`src/rtl/mesh_port_arbiter.sv`:
```
// Packet-level round-robin arbiter for one outgoing mesh link.
// The grant stays with one requester for a whole wormhole packet and is released after its last flit.
module mesh_port_arbiter #(
  parameter int N_REQ     = 5,
  parameter int DATA_SIZE = 37,
  parameter int PTR_W     = 3
) (
  input  logic                       clk,
  input  logic                       rst,
  input  logic [N_REQ-1:0]           req_valid_i,
  input  logic [N_REQ*DATA_SIZE-1:0] req_data_i,
  input  logic [N_REQ-1:0]           req_last_i,
  output logic [N_REQ-1:0]           req_ready_o,
  output logic                       out_valid_o,
  output logic [DATA_SIZE-1:0]       out_data_o,
  output logic                       out_last_o,
  input  logic                       out_ready_i,
  output logic [N_REQ-1:0]           grant_o,
  output logic                       busy_o
);

  typedef enum logic {
    IDLE,
    LOCKED
  } state_t;

  state_t               state;
  state_t               state_next;
  logic [PTR_W-1:0]     ptr;
  logic [PTR_W-1:0]     ptr_next;
  logic [N_REQ-1:0]     grant_next;
  logic [N_REQ-1:0]     win_onehot;
  logic                 win_found;
  logic                 own_valid;
  logic                 own_last;
  logic [DATA_SIZE-1:0] own_data;
  logic [PTR_W-1:0]     own_idx;
  logic                 can_load;
  logic                 transfer;

  // Search ptr+1, ptr+2, ... (mod N_REQ); the first valid requester wins.
  always_comb begin
    win_found  = 1'b0;
    win_onehot = '0;
    for (int i = 1; i <= N_REQ; i++) begin
      for (int j = 0; j < N_REQ; j++) begin
        if (!win_found && req_valid_i[j] && (((int'(ptr) + i) % N_REQ) == j)) begin
          win_found     = 1'b1;
          win_onehot[j] = 1'b1;
        end
      end
    end
  end

  always_comb begin
    own_valid = 1'b0;
    own_last  = 1'b0;
    own_data  = '0;
    own_idx   = '0;
    for (int j = 0; j < N_REQ; j++) begin
      if (grant_o[j]) begin
        own_valid = req_valid_i[j];
        own_last  = req_last_i[j];
        own_data  = req_data_i[j*DATA_SIZE +: DATA_SIZE];
        own_idx   = PTR_W'(j);
      end
    end
  end

  // The output stage can take a new flit when empty or when its flit drains this cycle.
  assign can_load    = !out_valid_o || out_ready_i;
  assign transfer    = (state == LOCKED) && own_valid && can_load;
  assign req_ready_o = ((state == LOCKED) && can_load) ? grant_o : '0;
  assign busy_o      = (state == LOCKED);

  always_comb begin
    state_next = state;
    ptr_next   = ptr;
    grant_next = grant_o;
    case (state)
      IDLE: begin
        if (win_found) begin
          state_next = LOCKED;
          grant_next = win_onehot;
        end
      end
      LOCKED: begin
        if (transfer && own_last) begin
          state_next = IDLE;
          ptr_next   = own_idx;
          grant_next = '0;
        end
      end
      default: state_next = IDLE;
    endcase
  end

  always_ff @(posedge clk or posedge rst) begin
    if (rst) begin
      state   <= IDLE;
      ptr     <= PTR_W'(N_REQ - 1);
      grant_o <= '0;
    end else begin
      state   <= state_next;
      ptr     <= ptr_next;
      grant_o <= grant_next;
    end
  end

  // A load in the same cycle as a drain replaces the flit without a bubble.
  always_ff @(posedge clk or posedge rst) begin
    if (rst) begin
      out_valid_o <= 1'b0;
      out_data_o  <= '0;
      out_last_o  <= 1'b0;
    end else if (transfer) begin
      out_valid_o <= 1'b1;
      out_data_o  <= own_data;
      out_last_o  <= own_last;
    end else if (out_ready_i) begin
      out_valid_o <= 1'b0;
    end
  end

endmodule

```
`config.mk`:
```
export PLATFORM = sky130hd
export DESIGN_NAME = mesh_port_arbiter
export DESIGN_NICKNAME = d
export VERILOG_FILES = /design/src/rtl/mesh_port_arbiter.sv
export SDC_FILE = /design/constraint.sdc
export NUM_CORES = 1
export LEC_CHECK = 0
export ABC_AREA = 1
export BUFFER_PORTS_ARGS = -buffer_cell sky130_fd_sc_hd__buf_4
export CORE_MARGIN = 4
export CORE_UTILIZATION = 35
export CTS_BUF_LIST = sky130_fd_sc_hd__clkbuf_16
export CTS_CLUSTER_SIZE = 14
export DETAILED_ROUTE_END_ITERATION = 8
export SYNTH_ARGS = -nofsm -noshare
export SYNTH_HDL_FRONTEND = slang
export SYNTH_SLANG_ARGS = --single-unit
```
`constraint.sdc`:
```
create_clock -name clk -period 5.9 [get_ports clk]
set_input_delay 0.885 -clock clk [delete_from_list [all_inputs] [get_ports clk]]
set_output_delay 0.885 -clock clk [all_outputs]
set_load 0.03 [all_outputs]
```
# After elaboration in Yosys (flattened, before gate mapping)
# Index checks and enable logic that the tools add are counted.
[totals] regBits=48 out_inout_bits=50 word_cells=203
[op_classes] add_sub_neg=5 n_div=5 eq_ne=22 n_mux=77 bitwise_logic=1 reduce_logical=87
[op_table] cell="32-bit by 3-bit == test with 1-bit output (second input constant)" n=10
[op_table] cell="37-bit two-way mux" n=5
[op_table] cell="32-bit by 2-bit == test with 1-bit output (second input constant)" n=5
[op_table] cell="32-bit by 4-bit == test with 1-bit output (second input constant)" n=5
[op_table] cell="32-bit logical NOT" n=5
[op_table] cell="32-bit by 4-bit remainder unit with 32-bit output (second input constant)" n=5
[op_table] cell="1-bit two-way mux" n=64
[op_table] cell="1-bit logical AND" n=53
[op_table] cell="1-bit logical NOT" n=25
[op_table] cell="5-bit two-way mux" n=3
[op_table] cell="5-bit one-hot mux with 2 select lines" n=1
[op_table] cell="3-bit two-way mux" n=3
[op_table] cell="3-bit by 2-bit adder with 4-bit output (second input constant)" n=2
[op_table] cell="3-bit by 3-bit adder with 4-bit output (second input constant)" n=2
[op_table] cell="3-bit by 1-bit adder with 4-bit output (second input constant)" n=1
[op_table] cell="2-bit AND reduction" n=2
[op_table] cell="2-bit by 1-bit inequality test with 1-bit output (second input constant)" n=1
[op_table] cell="2-bit inequality test (second input constant)" n=1
[op_table] cell="1-bit one-hot mux with 2 select lines" n=1
[op_table] cell="2-bit nonzero test" n=1
[op_table] cell="1-bit logical OR" n=1
[op_table] cell="1-bit NOT" n=1

# Depth between registers and ports, before layout
# Gate-level depths: netlist of the first run.
[depth] ltp_word=103 depth_mapped=32

# Worst setup path before layout of the first run
# Ideal clock, no wire load.
[synth_path] kind="register -> register" startpoint="register ptr[0]" endpoint="register grant_o[2]" t_arrival_ns=4.185 path_slack_ns=1.649 path_stages_with_launch=30 cell_sequence="dfrtp_1 > buf_2 > inv_1 > ha_1 > inv_2 > ha_1 > nor2_1 > nand2_1 > nand2_1 > xor2_1 > inv_1 > ha_1 > nor2_1 > nor2_1 > nand2_1 > a21oi_1 > or2_2 > nand2_1 > nor3_1 > nand3_1 > nand4_2 > nor2_2 > nand4_2 > nor2_4 > nand4_4 > nor2_4 > nand4_4 > nand2_4 > nand3_1 > nand2_1"
[synth_between] elab_chain_len=103
[synth_rtl] item="from (decl)" line="29" text="logic [PTR_W-1:0] ptr;"
[synth_rtl] item="from (signal assigned)" line="101" text="ptr <= PTR_W'(N_REQ - 1);"
[synth_rtl] item="from (signal assigned)" line="105" text="ptr <= ptr_next;"
[synth_rtl] item="3-bit by 1-bit adder with 4-bit output" line="47" text="if (!win_found && req_valid_i[j] && (((int'(ptr) + i) % N_REQ) == j)) begin"
[synth_rtl] item="32-bit by 4-bit remainder unit with 32-bit output" line="47"
[synth_rtl] item="32-bit logical NOT" line="47"
[synth_rtl] item="1-bit logical AND" line="47"
[synth_rtl] item="1-bit two-way mux" line="47"
[synth_rtl] item="1-bit logical NOT" line="47"
[synth_rtl] item="1-bit logical AND (2 in series)" line="47"
[synth_rtl] item="1-bit two-way mux" line="47"
[synth_rtl] item="[84 not listed]"
[synth_rtl] item="1-bit logical NOT" line="47"
[synth_rtl] item="1-bit logical AND (2 in series)" line="47"
[synth_rtl] item="1-bit two-way mux" line="47"
[synth_rtl] item="1-bit logical NOT" line="47"
[synth_rtl] item="1-bit logical AND (2 in series)" line="47"
[synth_rtl] item="1-bit two-way mux" line="47"
[synth_rtl] item="2-bit inequality test (no source line)"
[synth_rtl] item="2-bit AND reduction (no source line)"
[synth_rtl] item="to (signal assigned)" line="106" text="grant_o <= grant_next;"
[synth_rtl] item="to (decl)" line="18" text="output logic [N_REQ-1:0] grant_o,"
# Several ways; a longest one is shown, not always the timed one. The select of a mux whose other input is x is not followed.
# A chain may end at the register's enable or synchronous reset.

# Worst setup path after layout of the first run
[layout_path] startpoint="register ptr[0]" endpoint="register grant_o[4]"
[layout_between] elab_chain_len=103
[layout_rtl] item="3-bit by 1-bit adder with 4-bit output" line="47"
[layout_rtl] item="32-bit by 4-bit remainder unit with 32-bit output" line="47"
[layout_rtl] item="32-bit logical NOT" line="47"
[layout_rtl] item="1-bit logical AND" line="47"
[layout_rtl] item="1-bit two-way mux" line="47"
[layout_rtl] item="1-bit logical NOT" line="47"
[layout_rtl] item="1-bit logical AND (2 in series)" line="47"
[layout_rtl] item="1-bit two-way mux" line="47"
[layout_rtl] item="[84 not listed]"
[layout_rtl] item="1-bit logical NOT" line="47"
[layout_rtl] item="1-bit logical AND (2 in series)" line="47"
[layout_rtl] item="1-bit two-way mux" line="47"
[layout_rtl] item="1-bit logical NOT" line="47"
[layout_rtl] item="1-bit logical AND (2 in series)" line="47"
[layout_rtl] item="1-bit two-way mux" line="47"
[layout_rtl] item="5-bit two-way mux / 2-bit inequality test (equally long branches)"
[layout_rtl] item="5-bit one-hot mux with 2 select lines / 2-bit AND reduction (equally long branches)"
# Several ways; a longest one is shown, not always the timed one. The select of a mux whose other input is x is not followed.

==> results.yml, run 1 <==
power:
  p_per_area_mw_per_mm2: 113
  p_leak_nw: 3.92
  ir_drop_mv: 0.0986
clock_tree:
  cts_buffers: 5
  cts_setup_buffers: 0
  cts_num_sinks: 48
  cts_root_buffer: "clkbuf_16"
  cts_resized: 0
  clock_latency_ns: 0.30
  cts_hold_buf: 0
  tritoncts: "built"
  clock_path_buffers: 2
  clk_pin_slew_worst_paths_ns: 0.08
  ctsHtreeMaxLevel: 2
final_layout:
  nFillCells: 1517
  drive_gt1_share_pct: 32.1
  fin_nets: 1238
  antennaDiodeCount: 0
  regArea_mm2: 0.00120
  multi_input_comb_area_mm2: 0.00353
  stdcell_count: 1197
  area_growth_pct: 41.8
timing:
  fin_ws_ns: 0.943
  maxSlewHeadroom_pct: 30.8
  period_share_pct: 84.0
  worst_slew_pin_slew_ns: 1.04
  rsz0062_at_grt: "false"
  tns_ns: 0
  hold_viol_final: 0
  setup_viol: 0
  max_freq_ghz: 0.202
  min_period_ns: 4.96
  finalMaxSlewViolations: 0
  holdWs_ns: 0.482
  skew_ns: 0.0192
setup_path:
  cp-startpoint: "ptr[0]$_DFFE_PP0P_"
  rr_worst_depth: 27
  worstReg2RegEnd: "grant_o[4]$_DFFE_PP0P_"
  path_max_fanout: 21
  rr_startpoint: "ptr[0]$_DFFE_PP0P_"
  reg2reg_setup_slack_ns: 0.94
  startpoint_type: "flip-flop"
  path_class: "reg -> reg"
  arrival_ns: 5.14
  worst_ep_required_time_ns: 6.08
  end_kind: "flip-flop"
synth:
  yosysWarnings: 0
  ys_ff_latch: 48
  syn_area_mm2: 0.00522
  synth_seq_area_share_pct: 23.0
  synth.net_count: 1020
  synth_cell_type_count: 48
  synth_cells: 794
  syn_area_per_cell_um2: 6.58
floorplan:
  placementRows: 44
  start_util_pct: 35.8
  ios: 248
  die_x_um: 130
  dieArea_mm2: 0.0169
  dieHeight_um: 130
  core_mm2: 0.0146
detailed_routing:
  drc_errors: 0
  routed_wl_um: 22400
  drt-initial-drc-count: 477
  avgRoutedWirePerCell_um: 18.7
  final_antenna_net_count: 0
  first_pass_iters: 5
  vias: 6400
  vias_per_cell: 5.35
global_routing:
  grt_max_degree: 77
  grt.overflow.total: 0
  grt_pass1_vias: 5747
  gr-usage-all-layers_pct: 24.6
  grt_antenna_before_repair: 0
  grt_pass1_wl_um: 32800
min_path:
  hp-class: "reg -> reg"
  min_path_cells: 2
  min_to: "out_data_o[36]$_DFFE_PP0P_"
  min_from: "out_data_o[36]$_DFFE_PP0P_"
flow_run:
  max_cap_viol_count: 0
placement:
  place_inst: 1189
  dp_hpwl_um: 17600
  io_buffers: 247
  post-place-ws_ns: 1.04
  routabilityCongestion: 0.925
status:
  run_status: "finished clean"
[logic make-up (layout without fill, tap and decap cells)]
family	after synthesis	count (layout)	share of synthesized area (%)
compound gates	167	167	21.9
buf+inv	132	351	9.83
xor+xnor	11	11	2.13
fa+ha+maj	28	28	6.71
simple gates	408	408	36.4
flops	48	48	23.0
[cells in the final DEF (no fill, tap or decap), types with 3 or more instances in the layout]
cell type / n
a21oi_1: 46
nor3_1: 16
nand3b_1: 3
nand2_2: 15
nand2_4: 3
nand4_4: 3
nor2_4: 5
nor2_1: 88
clkbuf_16: 5
xor2_1: 8
dfrtp_1: 46
nand4_1: 11
o31ai_1: 40
a221oi_1: 37
nand2_1: 168
ha_1: 28
o211ai_1: 3
inv_1: 75
o21ai_0: 22
nor2_2: 5
nand3_2: 3
buf_4: 255
nor4_1: 4
inv_2: 12
nand4_2: 3
o22ai_1: 3
nand3_1: 77
[synthesized netlist by cell type (all sizes together)]
master	number	area, um2
a2111oi	1	8.76
a211oi	1	7.51
a21oi	48	255
a221oi	37	324
a31o	1	8.76
a31oi	1	6.26
a41oi	2	17.5
and3	1	6.26
buf	12	57.6
clkbuf	32	120
clkinv	1	8.76
dfrtp	47	1180
dfstp	1	26.3
ha	28	350
inv	87	327
nand2	186	758
nand3	80	415
nand3b	3	22.5
nand4	17	170
nor2	98	395
nor3	17	96.4
nor4	4	25.0
o2111ai	2	17.5
o211ai	3	22.5
o21ai	26	138
o221ai	1	8.76
o22ai	3	18.8
o31ai	40	300
o41ai	1	8.76
or2	2	12.5
xnor2	1	8.76
xor2	10	103
[worst max-delay path by stage]
stage                                  end  slack, ns  depth (start not counted)
floorplan           grant_o[2]$_DFFE_PP0P_       1.65                         29
global placement    grant_o[4]$_DFFE_PP0P_       1.18                         30
detailed placement  grant_o[4]$_DFFE_PP0P_       1.04                         27
CTS                 grant_o[4]$_DFFE_PP0P_       1.02                         27
global route        grant_o[4]$_DFFE_PP0P_       0.39                         26
finish              grant_o[4]$_DFFE_PP0P_       0.94                         27
[stage by stage]
stage	utilization (%)	instance area, um2	power [mW]
after floorplan	-	5220	0.352
after global placement	49.4	7210	0.462
after detailed placement	49.4	7210	0.462
after CTS	50.8	7410	0.846
after global routing	50.8	7410	0.874
final	50.8	7410	0.837
[registers in the layout, summed over array words and instances (netlist names)]
register,cells
out_data_o,37
ptr,3
out_valid_o,1
grant_o,5
busy_o,1
out_last_o,1
[cell type report]
class                   count  share of cell area, %
multi-input cells         614                   47.6
clock inverters             3                  0.929
well taps                 184                   3.11
flip-flops and latches     48                   16.3
inverters                  88                   4.53
repair buffers            255                   25.8
clock buffers               5                   1.69
[report_power, final]
part           switching (mW)  internal (mW)  total, mW
Clock                   0.136          0.245      0.381
Combinational          0.0402         0.0869      0.127
Sequential                  0          0.329      0.329
Total                   0.176          0.661      0.837
[layer usage]
| metal | track usage, % | vias up | wire length, um |
|---|---|---|---|
| met4 | 5.87 | 0 | 531 |
| met5 | 0 | - | 0 |
| met2 | 41.4 | 232 | 10700 |
| met3 | 3.77 | 34 | 1470 |
| met1 | 33.1 | 2960 | 9610 |
| li1 | - | 3174 | - |
[worst max-delay path: stages (launching register included)]
cell	delay, ns
dfrtp_1	0.33
buf_4	0.25
inv_1	0.22
ha_1	0.59
inv_2	0.17
ha_1	0.23
nor2_1	0.13
nand2_1	0.07
nand2_1	0.15
xor2_1	0.20
inv_1	0.10
ha_1	0.20
nor2_1	0.14
nor2_1	0.05
nand2_1	0.08
a21oi_2	0.06
o21ai_0	0.30
inv_1	0.10
nor4_1	0.67
nor2_2	0.11
nand4_2	0.13
nor2_4	0.06
nand2_1	0.09
nor2_1	0.06
nor3_1	0.16
nand2_1	0.07
nand3_1	0.06
nand2_1	0.05
(Power assumes the default switching activity.)
==> inputs of run 2 (changes only) <==
--- a/config.mk
+++ b/config.mk
@@ -12,6 +12,7 @@
 export CTS_BUF_LIST = sky130_fd_sc_hd__clkbuf_16
 export CTS_CLUSTER_SIZE = 14
 export DETAILED_ROUTE_END_ITERATION = 8
+export PLACE_DENSITY = 0.66
 export SYNTH_ARGS = -nofsm -noshare
 export SYNTH_HDL_FRONTEND = slang
 export SYNTH_SLANG_ARGS = --single-unit
==> constraint.sdc (replaced) <==
create_clock -name clk -period 4.5 [get_ports clk]
set_input_delay 0.675 -clock clk [delete_from_list [all_inputs] [get_ports clk]]
set_output_delay 0.675 -clock clk [all_outputs]
set_load 0.03 [all_outputs]
==> run 2 against run 1 <==
Power is 17% higher; core utilization is 1.8 points higher; wire length is 1.4% lower; count of clock-buffer cells in the layout stayed put; worst setup slack worse by 0.78 ns; clock skew is 0.015 ns lower; sequential power is 31% higher; clock power is 2% lower.
==> results.yml, run 2 (synthesis gave the netlist of run 1 again) <==
status:
  run_status: "finished clean"
setup_path:
  rr_startpoint: "ptr[2]$_DFFE_PP1P_"
  path_class: "reg -> reg"
  crit_buf_inv: 4
  path_max_fanout: 6
  startpoint_type: "flip-flop"
  arrival_ns: 4.56
  crit_top_cell: "nand2_1"
  reg2reg_setup_slack_ns: 0.17
  worstReg2RegEnd: "grant_o[3]$_DFFE_PP0P_"
  cp_slowest_cell: "dfstp_2"
  slowest_delay_ns: 0.61
  cp-startpoint: "ptr[2]$_DFFE_PP1P_"
  crit_family: "simple AND/OR/NAND/NOR gates"
  end_kind: "flip-flop"
  worst_ep_required_time_ns: 4.72
  rr_worst_depth: 30
flow_run:
  max_cap_viol_count: 0
timing:
  period_share_pct: 96.3
  min_period_ns: 4.33
  finalMaxSlewViolations: 0
  skew_ns: 0.00380
  setup_viol: 0
  max_freq_ghz: 0.231
  worst_slew_pin_slew_ns: 0.998
  tns_ns: 0
  maxSlewHeadroom_pct: 33.5
  hold_viol_final: 0
placement:
  place_inst: 1195
  dp_hpwl_um: 16800
  routabilityCongestion: 0.996
  io_buffers: 247
power:
  power_mw: 0.976
  p_per_area_mw_per_mm2: 127
  p_leak_nw: 4.02
  ir_drop_mv: 0.130
final_layout:
  final_common_cell: "buf_4"
  mostFrequentLayoutCells: "buf_4, nand2_1, nor2_1"
  largest_reg_flops: 37
  antennaDiodeCount: 0
  drive_gt1_share_pct: 34.8
  fin_nets: 1263
  stdcell_count: 1221
  area_growth_pct: 46.8
  nFillCells: 1460
  reg_top3: "out_data_o x37, grant_o x5, ptr x3"
  top_register: "out_data_o"
clock_tree:
  cts_hold_buf: 0
  cts_root_buffer: "clkbuf_16"
  clock_latency_ns: 0.29
  tritoncts: "built"
  ctsHtreeMaxLevel: 2
  cts_buffers: 5
  clk_pin_slew_worst_paths_ns: 0.07
  clock_path_buffers: 2
  cts_num_sinks: 48
global_routing:
  grt_antenna_before_repair: 0
  grt_pass1_vias: 5751
  grt_pass1_wl_um: 31400
  grt_max_degree: 54
  gr-usage-all-layers_pct: 23.5
  grt.overflow.total: 0
detailed_routing:
  routed_wl_um: 22000
  vias: 6510
  drt-initial-drc-count: 367
  first_pass_iters: 5
  vias_per_cell: 5.33
  drc_errors: 0
  final_antenna_net_count: 0
  avgRoutedWirePerCell_um: 18.0
floorplan:
  dieHeight_um: 130
  core_mm2: 0.0146
  start_util_pct: 35.8
  die_x_um: 130
  placementRows: 44
  dieArea_mm2: 0.0169
  ios: 248
min_path:
  min_from: "out_data_o[31]$_DFFE_PP0P_"
  min_to: "out_data_o[31]$_DFFE_PP0P_"
  min_path_cells: 2
  hp-class: "reg -> reg"
-- run 2: changes by cell type in the layout (fill, tap and decap cells not counted), moves of 3 or more --
cell    change
buf_4      +24
ha_1        -6
ha_4        +4
nor2_1      -3
-- run 2: tightest hold or removal path: stages (launching register included) --
cell     delay (ns)
dfrtp_1        0.35
nand2_1        0.05
o31ai_1        0.05
-- run 2: how the worst max path moves through the flow --
stage	cells past startpoint	slack, ns	endpoint
finish	30	0.17	grant_o[3]$_DFFE_PP0P_
floorplan	29	0.25	grant_o[2]$_DFFE_PP0P_
global placement	30	0.13	grant_o[3]$_DFFE_PP0P_
CTS	30	0.02	grant_o[3]$_DFFE_PP0P_
global route	31	-0.11	grant_o[3]$_DFFE_PP0P_
detailed placement	30	0.05	grant_o[3]$_DFFE_PP0P_
-- run 2: what timing repair did --
action                                  CTS  global route
endpoints found under the setup margin    0             6
resized for setup                         0            29
setup buffers                             0            19
-- run 2: where the power goes --
group | switching [mW] | total [mW] | internal, mW
sequential | 0 | 0.431 | 0.431
combinational | 0.0537 | 0.170 | 0.116
clock | 0.173 | 0.375 | 0.203
total | 0.226 | 0.976 | 0.750
-- run 2: metrics by stage --
stage	setup WS (ns)	utilization (%)	hold slack, ns	area (um2)
floorplan	0.249	-	0.658	5220
global route	-0.107	52.5	0.507	7660
CTS	0.0209	50.6	0.486	7380
global placement	0.125	49.7	0.466	7250
detailed placement	0.0532	49.7	0.470	7250
finish	0.168	52.5	0.485	7660
-- run 2: final cells by class --
cell class	instances	area (um2)	area share, %
clock buffer	5	125	1.63
clock inverter	2	12.5	0.163
inverter	88	340	4.44
multi-input combinational	614	3640	47.6
sequential	48	1200	15.7
tap	184	230	3.00
timing repair buffer	280	2110	27.5
-- run 2: layer usage --
layer,GRT usage [%],wire length (um),vias up
met1,31.2,9230,3019
met2,39.7,10800,244
met4,5.62,412,0
met3,4.01,1630,27
met5,0,0,-
li1,-,-,3220
